[src/rtl/uart_cmd_ctrl.sv]
// rtl/uart_cmd_ctrl.sv - byte-framed command decoder driving counter load/enable/clear controls
// Define UART_CMD_CHECKSUM_EN for the 5-byte frame with a trailing XOR checksum; otherwise frames are 4 bytes.
module uart_cmd_ctrl #(
  parameter logic [7:0]  HEADER         = 8'hA5,
  parameter logic [15:0] TIMEOUT_CYCLES = 16'd5000
) (
  input  logic        clk_in,
  input  logic        reset,
  input  logic [7:0]  rx_data,
  input  logic        rx_valid,
  output logic        cnt_en,
  output logic        cnt_load,
  output logic [15:0] cnt_load_val,
  output logic        cnt_clr,
  output logic        cmd_err
);

  localparam logic [7:0] CMD_LOAD  = 8'h01;
  localparam logic [7:0] CMD_START = 8'h02;
  localparam logic [7:0] CMD_STOP  = 8'h03;
  localparam logic [7:0] CMD_CLEAR = 8'h04;

`ifdef UART_CMD_CHECKSUM_EN
  typedef enum logic [2:0] {IDLE, GET_CMD, GET_DHI, GET_DLO, GET_CHK} state_t;
`else
  typedef enum logic [2:0] {IDLE, GET_CMD, GET_DHI, GET_DLO} state_t;
`endif

  state_t      state_q, state_d;
  logic [7:0]  cmd_q, cmd_d;
  logic [7:0]  dhi_q, dhi_d;
`ifdef UART_CMD_CHECKSUM_EN
  logic [7:0]  dlo_q, dlo_d;
`endif
  logic [15:0] tmo_q, tmo_d;
  logic        cnt_en_q, cnt_en_d;
  logic        cnt_load_q, cnt_load_d;
  logic [15:0] cnt_load_val_q, cnt_load_val_d;
  logic        cnt_clr_q, cnt_clr_d;
  logic        cmd_err_q, cmd_err_d;

  logic        exec;
  logic        chk_ok;
  logic [7:0]  exec_dlo;
  logic [16:0] tmo_inc;

  always_comb begin
    state_d        = state_q;
    cmd_d          = cmd_q;
    dhi_d          = dhi_q;
`ifdef UART_CMD_CHECKSUM_EN
    dlo_d          = dlo_q;
`endif
    tmo_d          = tmo_q;
    cnt_en_d       = cnt_en_q;
    cnt_load_d     = 1'b0;
    cnt_load_val_d = cnt_load_val_q;
    cnt_clr_d      = 1'b0;
    cmd_err_d      = 1'b0;
    exec           = 1'b0;
    chk_ok         = 1'b1;
    exec_dlo       = rx_data;
    tmo_inc        = {1'b0, tmo_q} + 17'd1;

    case (state_q)
      IDLE: begin
        tmo_d = '0;
        if (rx_valid && rx_data == HEADER) state_d = GET_CMD;
      end
      GET_CMD: begin
        if (rx_valid) begin
          cmd_d   = rx_data;
          state_d = GET_DHI;
        end
      end
      GET_DHI: begin
        if (rx_valid) begin
          dhi_d   = rx_data;
          state_d = GET_DLO;
        end
      end
      GET_DLO: begin
        if (rx_valid) begin
`ifdef UART_CMD_CHECKSUM_EN
          dlo_d   = rx_data;
          state_d = GET_CHK;
`else
          exec    = 1'b1;
          state_d = IDLE;
`endif
        end
      end
`ifdef UART_CMD_CHECKSUM_EN
      GET_CHK: begin
        if (rx_valid) begin
          exec     = 1'b1;
          exec_dlo = dlo_q;
          chk_ok   = (rx_data == (cmd_q ^ dhi_q ^ dlo_q));
          state_d  = IDLE;
        end
      end
`endif
      default: state_d = IDLE;
    endcase

    // A byte arriving on the deadline cycle wins over the timeout.
    if (state_q != IDLE) begin
      if (rx_valid) begin
        tmo_d = '0;
      end else if (tmo_inc >= {1'b0, TIMEOUT_CYCLES}) begin
        tmo_d     = '0;
        state_d   = IDLE;
        cmd_err_d = 1'b1;
      end else begin
        tmo_d = tmo_inc[15:0];
      end
    end

    if (exec) begin
      if (!chk_ok) begin
        cmd_err_d = 1'b1;
      end else begin
        case (cmd_q)
          CMD_LOAD: begin
            cnt_load_val_d = {dhi_q, exec_dlo};
            cnt_load_d     = 1'b1;
          end
          CMD_START: cnt_en_d  = 1'b1;
          CMD_STOP:  cnt_en_d  = 1'b0;
          CMD_CLEAR: cnt_clr_d = 1'b1;
          default:   cmd_err_d = 1'b1;
        endcase
      end
    end
  end

  always_ff @(posedge clk_in) begin
    if (reset) begin
      state_q        <= IDLE;
      cmd_q          <= '0;
      dhi_q          <= '0;
`ifdef UART_CMD_CHECKSUM_EN
      dlo_q          <= '0;
`endif
      tmo_q          <= '0;
      cnt_en_q       <= 1'b0;
      cnt_load_q     <= 1'b0;
      cnt_load_val_q <= '0;
      cnt_clr_q      <= 1'b0;
      cmd_err_q      <= 1'b0;
    end else begin
      state_q        <= state_d;
      cmd_q          <= cmd_d;
      dhi_q          <= dhi_d;
`ifdef UART_CMD_CHECKSUM_EN
      dlo_q          <= dlo_d;
`endif
      tmo_q          <= tmo_d;
      cnt_en_q       <= cnt_en_d;
      cnt_load_q     <= cnt_load_d;
      cnt_load_val_q <= cnt_load_val_d;
      cnt_clr_q      <= cnt_clr_d;
      cmd_err_q      <= cmd_err_d;
    end
  end

  assign cnt_en       = cnt_en_q;
  assign cnt_load     = cnt_load_q;
  assign cnt_load_val = cnt_load_val_q;
  assign cnt_clr      = cnt_clr_q;
  assign cmd_err      = cmd_err_q;

endmodule

[config.mk]
export PLATFORM = sky130hd
export DESIGN_NAME = uart_cmd_ctrl
export DESIGN_NICKNAME = d
export VERILOG_FILES = /design/src/rtl/uart_cmd_ctrl.sv
export SDC_FILE = /design/constraint.sdc
export NUM_CORES = 1
export LEC_CHECK = 0
export ABC_AREA = 1
export BUFFER_PORTS_ARGS = -buffer_cell sky130_fd_sc_hd__buf_2
export CORE_MARGIN = 2
export CORE_UTILIZATION = 25
export DETAILED_ROUTE_END_ITERATION = 8
export PLACE_DENSITY = 0.45
export SLEW_MARGIN = 5
export SYNTH_ARGS = -nofsm -noshare
export SYNTH_HDL_FRONTEND = slang
export SYNTH_SLANG_ARGS = --single-unit
[constraint.sdc]
create_clock -name clk_in -period 2.23 [get_ports clk_in]
set_input_delay 0.3345 -clock clk_in [delete_from_list [all_inputs] [get_ports clk_in]]
set_output_delay 0.3345 -clock clk_in [all_outputs]
set_load 0.005 [all_outputs]
# Yosys cells after proc, flatten, opt, wreduce, memory -nomap -nowiden
# Cells that the tools add are included.
# classes
n_addsub,1
n_lt_le_gt_ge,1
n_eq_ne,8
n_mux,22
n_bitwise,1
reduce_logical,11
# ops
cell,count
2-to-1 mux 16 bit,4
2-to-1 mux 3 bit,7
adder 16 x 1 -> 17 bit (second input constant),1
greater-or-equal comparator 17 x 13 -> 1 bit (second input constant),1
equality test 8 x 2 -> 1 bit (second input constant),2
one-hot mux 3 bit (4 select lines),1
2-to-1 mux 1 bit,9
equality test 8 x 1 -> 1 bit (second input constant),1
equality test 8 x 3 -> 1 bit (second input constant),1
equality test 8 bit (second input constant),1
AND reduction 2 bit,4
equality test 3 x 2 -> 1 bit (second input constant),2
nonzero test 2 bit,2
OR reduction 4 bit,1
equality test 3 x 1 -> 1 bit (second input constant),1
zero test 3 bit,1
nonzero test 3 bit,1
one-hot mux 1 bit (2 select lines),1
OR reduction 2 bit,1
logical AND 1 bit,1
NOT 1 bit,1
# totals
reg_bits,55
output_inout_bits,20
word_cells,53

# Logic depth before layout (Yosys ltp)
# logic_depth
word_depth,7
ltp_mapped,16

# Worst setup path after synthesis
# No wires, ideal clock.
# synth_path
path_type,register to register
startpoint,reg tmo_q[0]
endpoint,reg tmo_q[7]
setup_ns,0.066
arrival_ns,1.709
setup_slack_ns,0.454
path_stages_with_launch,14
n_path_buf,1
period_less_slack_ns,1.776
path_cell_list,dfxtp_1 > ha_1 > nand2_1 > nor2_2 > nand2_1 > nor3_2 > xnor2_1 > inv_1 > nand2_1 > nand2_2 > nor2_4 > inv_2 > buf_6 > a21oi_2
# synth_via
elab_chain_cells,5
# synth_rtl
item,line,rtl
from (decl),35,"logic [15:0] tmo_q, tmo_d;"
from (signal assigned),158,tmo_q <= tmo_d;
adder 16 x 1 -> 17 bit *,63,"tmo_inc = {1'b0, tmo_q} + 17'd1;"
greater-or-equal comparator 17 x 13 -> 1 bit,110,"end else if (tmo_inc >= {1'b0, TIMEOUT_CYCLES}) begin"
2-to-1 mux 16 bit *,110,
2-to-1 mux 16 bit *,108,if (rx_valid) begin
2-to-1 mux 16 bit *,107,if (state_q != IDLE) begin
# Mark *: on every way between the ends. The rest lies on a longest branch, timed or not.
# A chain may end at the register's enable or synchronous reset.

# Worst setup path in the final report
# layout_path
startpoint,reg tmo_q[1]
endpoint,reg tmo_q[4]
# Same word-level chain as after synthesis.

==> results.tsv <==
metric	value	unit
syn-cell-area	2330	µm²
die_w	101	µm
vias	1973	
yosysTopAreaCell	dfxtp_1	
drc	0	
grt_usage	0.111	
cts_buffers	5	
cts_root_buffer	clkbuf_8	
wire_per_inst	11.3	µm
fmaxAchievable	499	MHz
ant_nets	0	
dp.final_hpwl	3740	µm
area_growth_syn_to_layout	17.8	%
clockBufferDepth	2	
whs_endpoint	cmd_err$_SDFF_PP0_	
drt_wl_total	5240	µm
rr_worst_depth	12	
synth_edf_count	0	
pre_cts_slack	204	ps
grt_max_degree	36	
hold_class	in2reg	
outcome	complete, no violations	
path_class	reg2reg	
antenna_found_initial	0	
synth_top_area_frac	0.473	
io_pins	31	
clock_latency	310	ps
p_per_area	632	nW/µm²
overflow	0	
worstSetupStartpointType	flip-flop	
crit_path_end_kind	flip-flop	
fin_worst_skew	10.7	ps
core-area	9150	µm²
drv_slew	0	
worstReg2RegEnd	tmo_q[4]$_SDFF_PP0_	
io_buffers	30	
cp.arrival	2200	ps
min-delay-start	reset	
first_pass_iters	5	
required	2420	ps
maxCapViolations	0	
synth_seq_cells	55	
grt_pass1_vias	1983	
ys.flop_type	dfxtp_1	
crit_fanout	12	
die_h	101	µm
num_antenna_cells	0	
yosysMostFrequentCell	nor2_1	
viasPerCell	4.23	
reg2reg_from	tmo_q[1]$_SDFF_PP0_	
ys_top_cells_by_count	nor2_1, dfxtp_1, nand2_1	
vdd_ir_drop_max	264	µV
setup_tns	0	ps
clk_pin_slew	100	ps
place_congestion	0.773	
fillers	976	
synthDistinctLibCells	28	
grt_pass1_wl	8980	µm
synth.avg_cell_area	7.33	µm²
final-seq-area	1100	µm²
nNetsFinal	367	
cts_sinks	55	
power_leakage	0.00116	µW
multi_input_area	1060	µm²
dieArea	10100	µm²
yosysWarnings	0	
reg2reg_slack	230	ps
start_util	0.255	
initialDrtViolationCount	96	
setup_violations	0	
fin_crit_sh	0.898	
grt_setup_unrepaired	false	
setup_ws	227	ps
hold_depth	2	
synthArstFlopShare	0	
tritoncts	built	
rows	35	
drive_above_1_share	0.177	
fin_crit	2000	ps
synth_cells	318	
synth_area_leaders	dfxtp_1, nor2_1, nand2_1, o21ai_0, inv_1	
hold_viol	0	
htree_levels	2	
synth-seq-area-share	0.473	
==> cell families after synthesis <==
| family | Yosys count | synth area share |
|---|---|---|
| simple gates | 150 | 0.284 |
| compound gates | 56 | 0.127 |
| other cells | 1 | 0.00161 |
| flops | 55 | 0.473 |
| fa+ha+maj | 2 | 0.0107 |
| xor+xnor | 6 | 0.0226 |
| buf+inv | 48 | 0.0816 |
==> cells in the final DEF, fill, tap and decap left out, drive strengths merged <==
cell	count
conb	4
buf	34
nor3	4
a21oi	20
xor2	4
inv	39
o21ai	32
a211oi	1
ha	2
nand4	3
nor2	75
a31oi	1
clkinv	2
nand3b	1
nand3	17
clkbuf	6
xnor2	2
bufinv	1
nand2	47
o21bai	2
nor4	3
dfxtp	55
==> worst max-delay path by stage <==
| stage | from | to | slack, ps | depth (start not counted) |
|---|---|---|---|---|
| after floorplan | tmo_q[0]$_SDFF_PP0_ | tmo_q[7]$_SDFF_PP0_ | 450 | 13 |
| after global placement | tmo_q[0]$_SDFF_PP0_ | tmo_q[3]$_SDFF_PP0_ | 230 | 12 |
| after detailed placement | tmo_q[0]$_SDFF_PP0_ | tmo_q[3]$_SDFF_PP0_ | 200 | 12 |
| after CTS | tmo_q[0]$_SDFF_PP0_ | tmo_q[3]$_SDFF_PP0_ | 190 | 12 |
| after global routing | tmo_q[1]$_SDFF_PP0_ | tmo_q[4]$_SDFF_PP0_ | 10 | 12 |
| final | tmo_q[1]$_SDFF_PP0_ | tmo_q[4]$_SDFF_PP0_ | 230 | 12 |
==> state kept, by name (all words and copies together) (netlist names) <==
| name | cells |
|---|---|
| state_q | 3 |
| cnt_load_val | 16 |
| cmd_err | 1 |
| cmd_q | 8 |
| cnt_clr | 1 |
| cnt_load | 1 |
| cnt_en | 1 |
| tmo_q | 16 |
| dhi_q | 8 |
==> per-layer routing <==
metal	routed length, µm	GRT usage	vias to the layer above
met5	0	0	-
met4	64	0.0316	0
met3	196	0.0284	7
met2	2250	0.171	27
met1	2740	0.154	869
li1	-	-	1070
==> what timing repair did <==
| item | CTS | global route |
|---|---|---|
| endpoints found under the setup margin | 0 | 2 |
| resized for setup | 0 | 2 |
| setup buffers | 0 | 0 |
| endpoints found under the hold margin | 0 | 0 |
| hold buffers | 0 | 0 |
==> power breakdown <==
| group | total [µW] | switching, µW | internal, µW |
|---|---|---|---|
| sequential | 989 | 3.16 | 986 |
| combinational | 52.2 | 34.9 | 17.4 |
| clock | 694 | 330 | 364 |
| total | 1740 | 368 | 1370 |
==> through the flow <==
stage | area, µm² | util | hold slack [ps] | total power [µW] | std cells
2_1_floorplan | 2340 | - | 404 | 1040 | 321
3_3_place_gp | 2620 | 0.286 | 463 | 1070 | 458
3_5_place_dp | 2620 | 0.286 | 467 | 1070 | 458
4_1_cts | 2740 | 0.299 | 234 | 1760 | 466
5_1_grt | 2750 | 0.300 | 245 | 1810 | 466
6_report | 2750 | 0.300 | 245 | 1740 | 466
==> worst max-delay path, cell delays in order, from the launching register on <==
cell     delay (ps)
dfxtp_1         380
ha_1            220
nand2_1          80
nor2_2          160
nand2_1         150
nor3_4          190
nand3_1         100
nand3_1          80
nor2_1           60
nand2_2         100
nor2_4           40
inv_2           250
a21oi_1          70
==> cell type report <==
cell class / instances / share of cell area
clock buffer: 6 / 0.0301
sequential: 55 / 0.402
timing repair buffer: 34 / 0.0656
inverter: 40 / 0.0547
tap: 111 / 0.0506
clock inverter: 2 / 0.0128
multi-input combinational: 218 / 0.385
(Power assumes the default switching activity.)
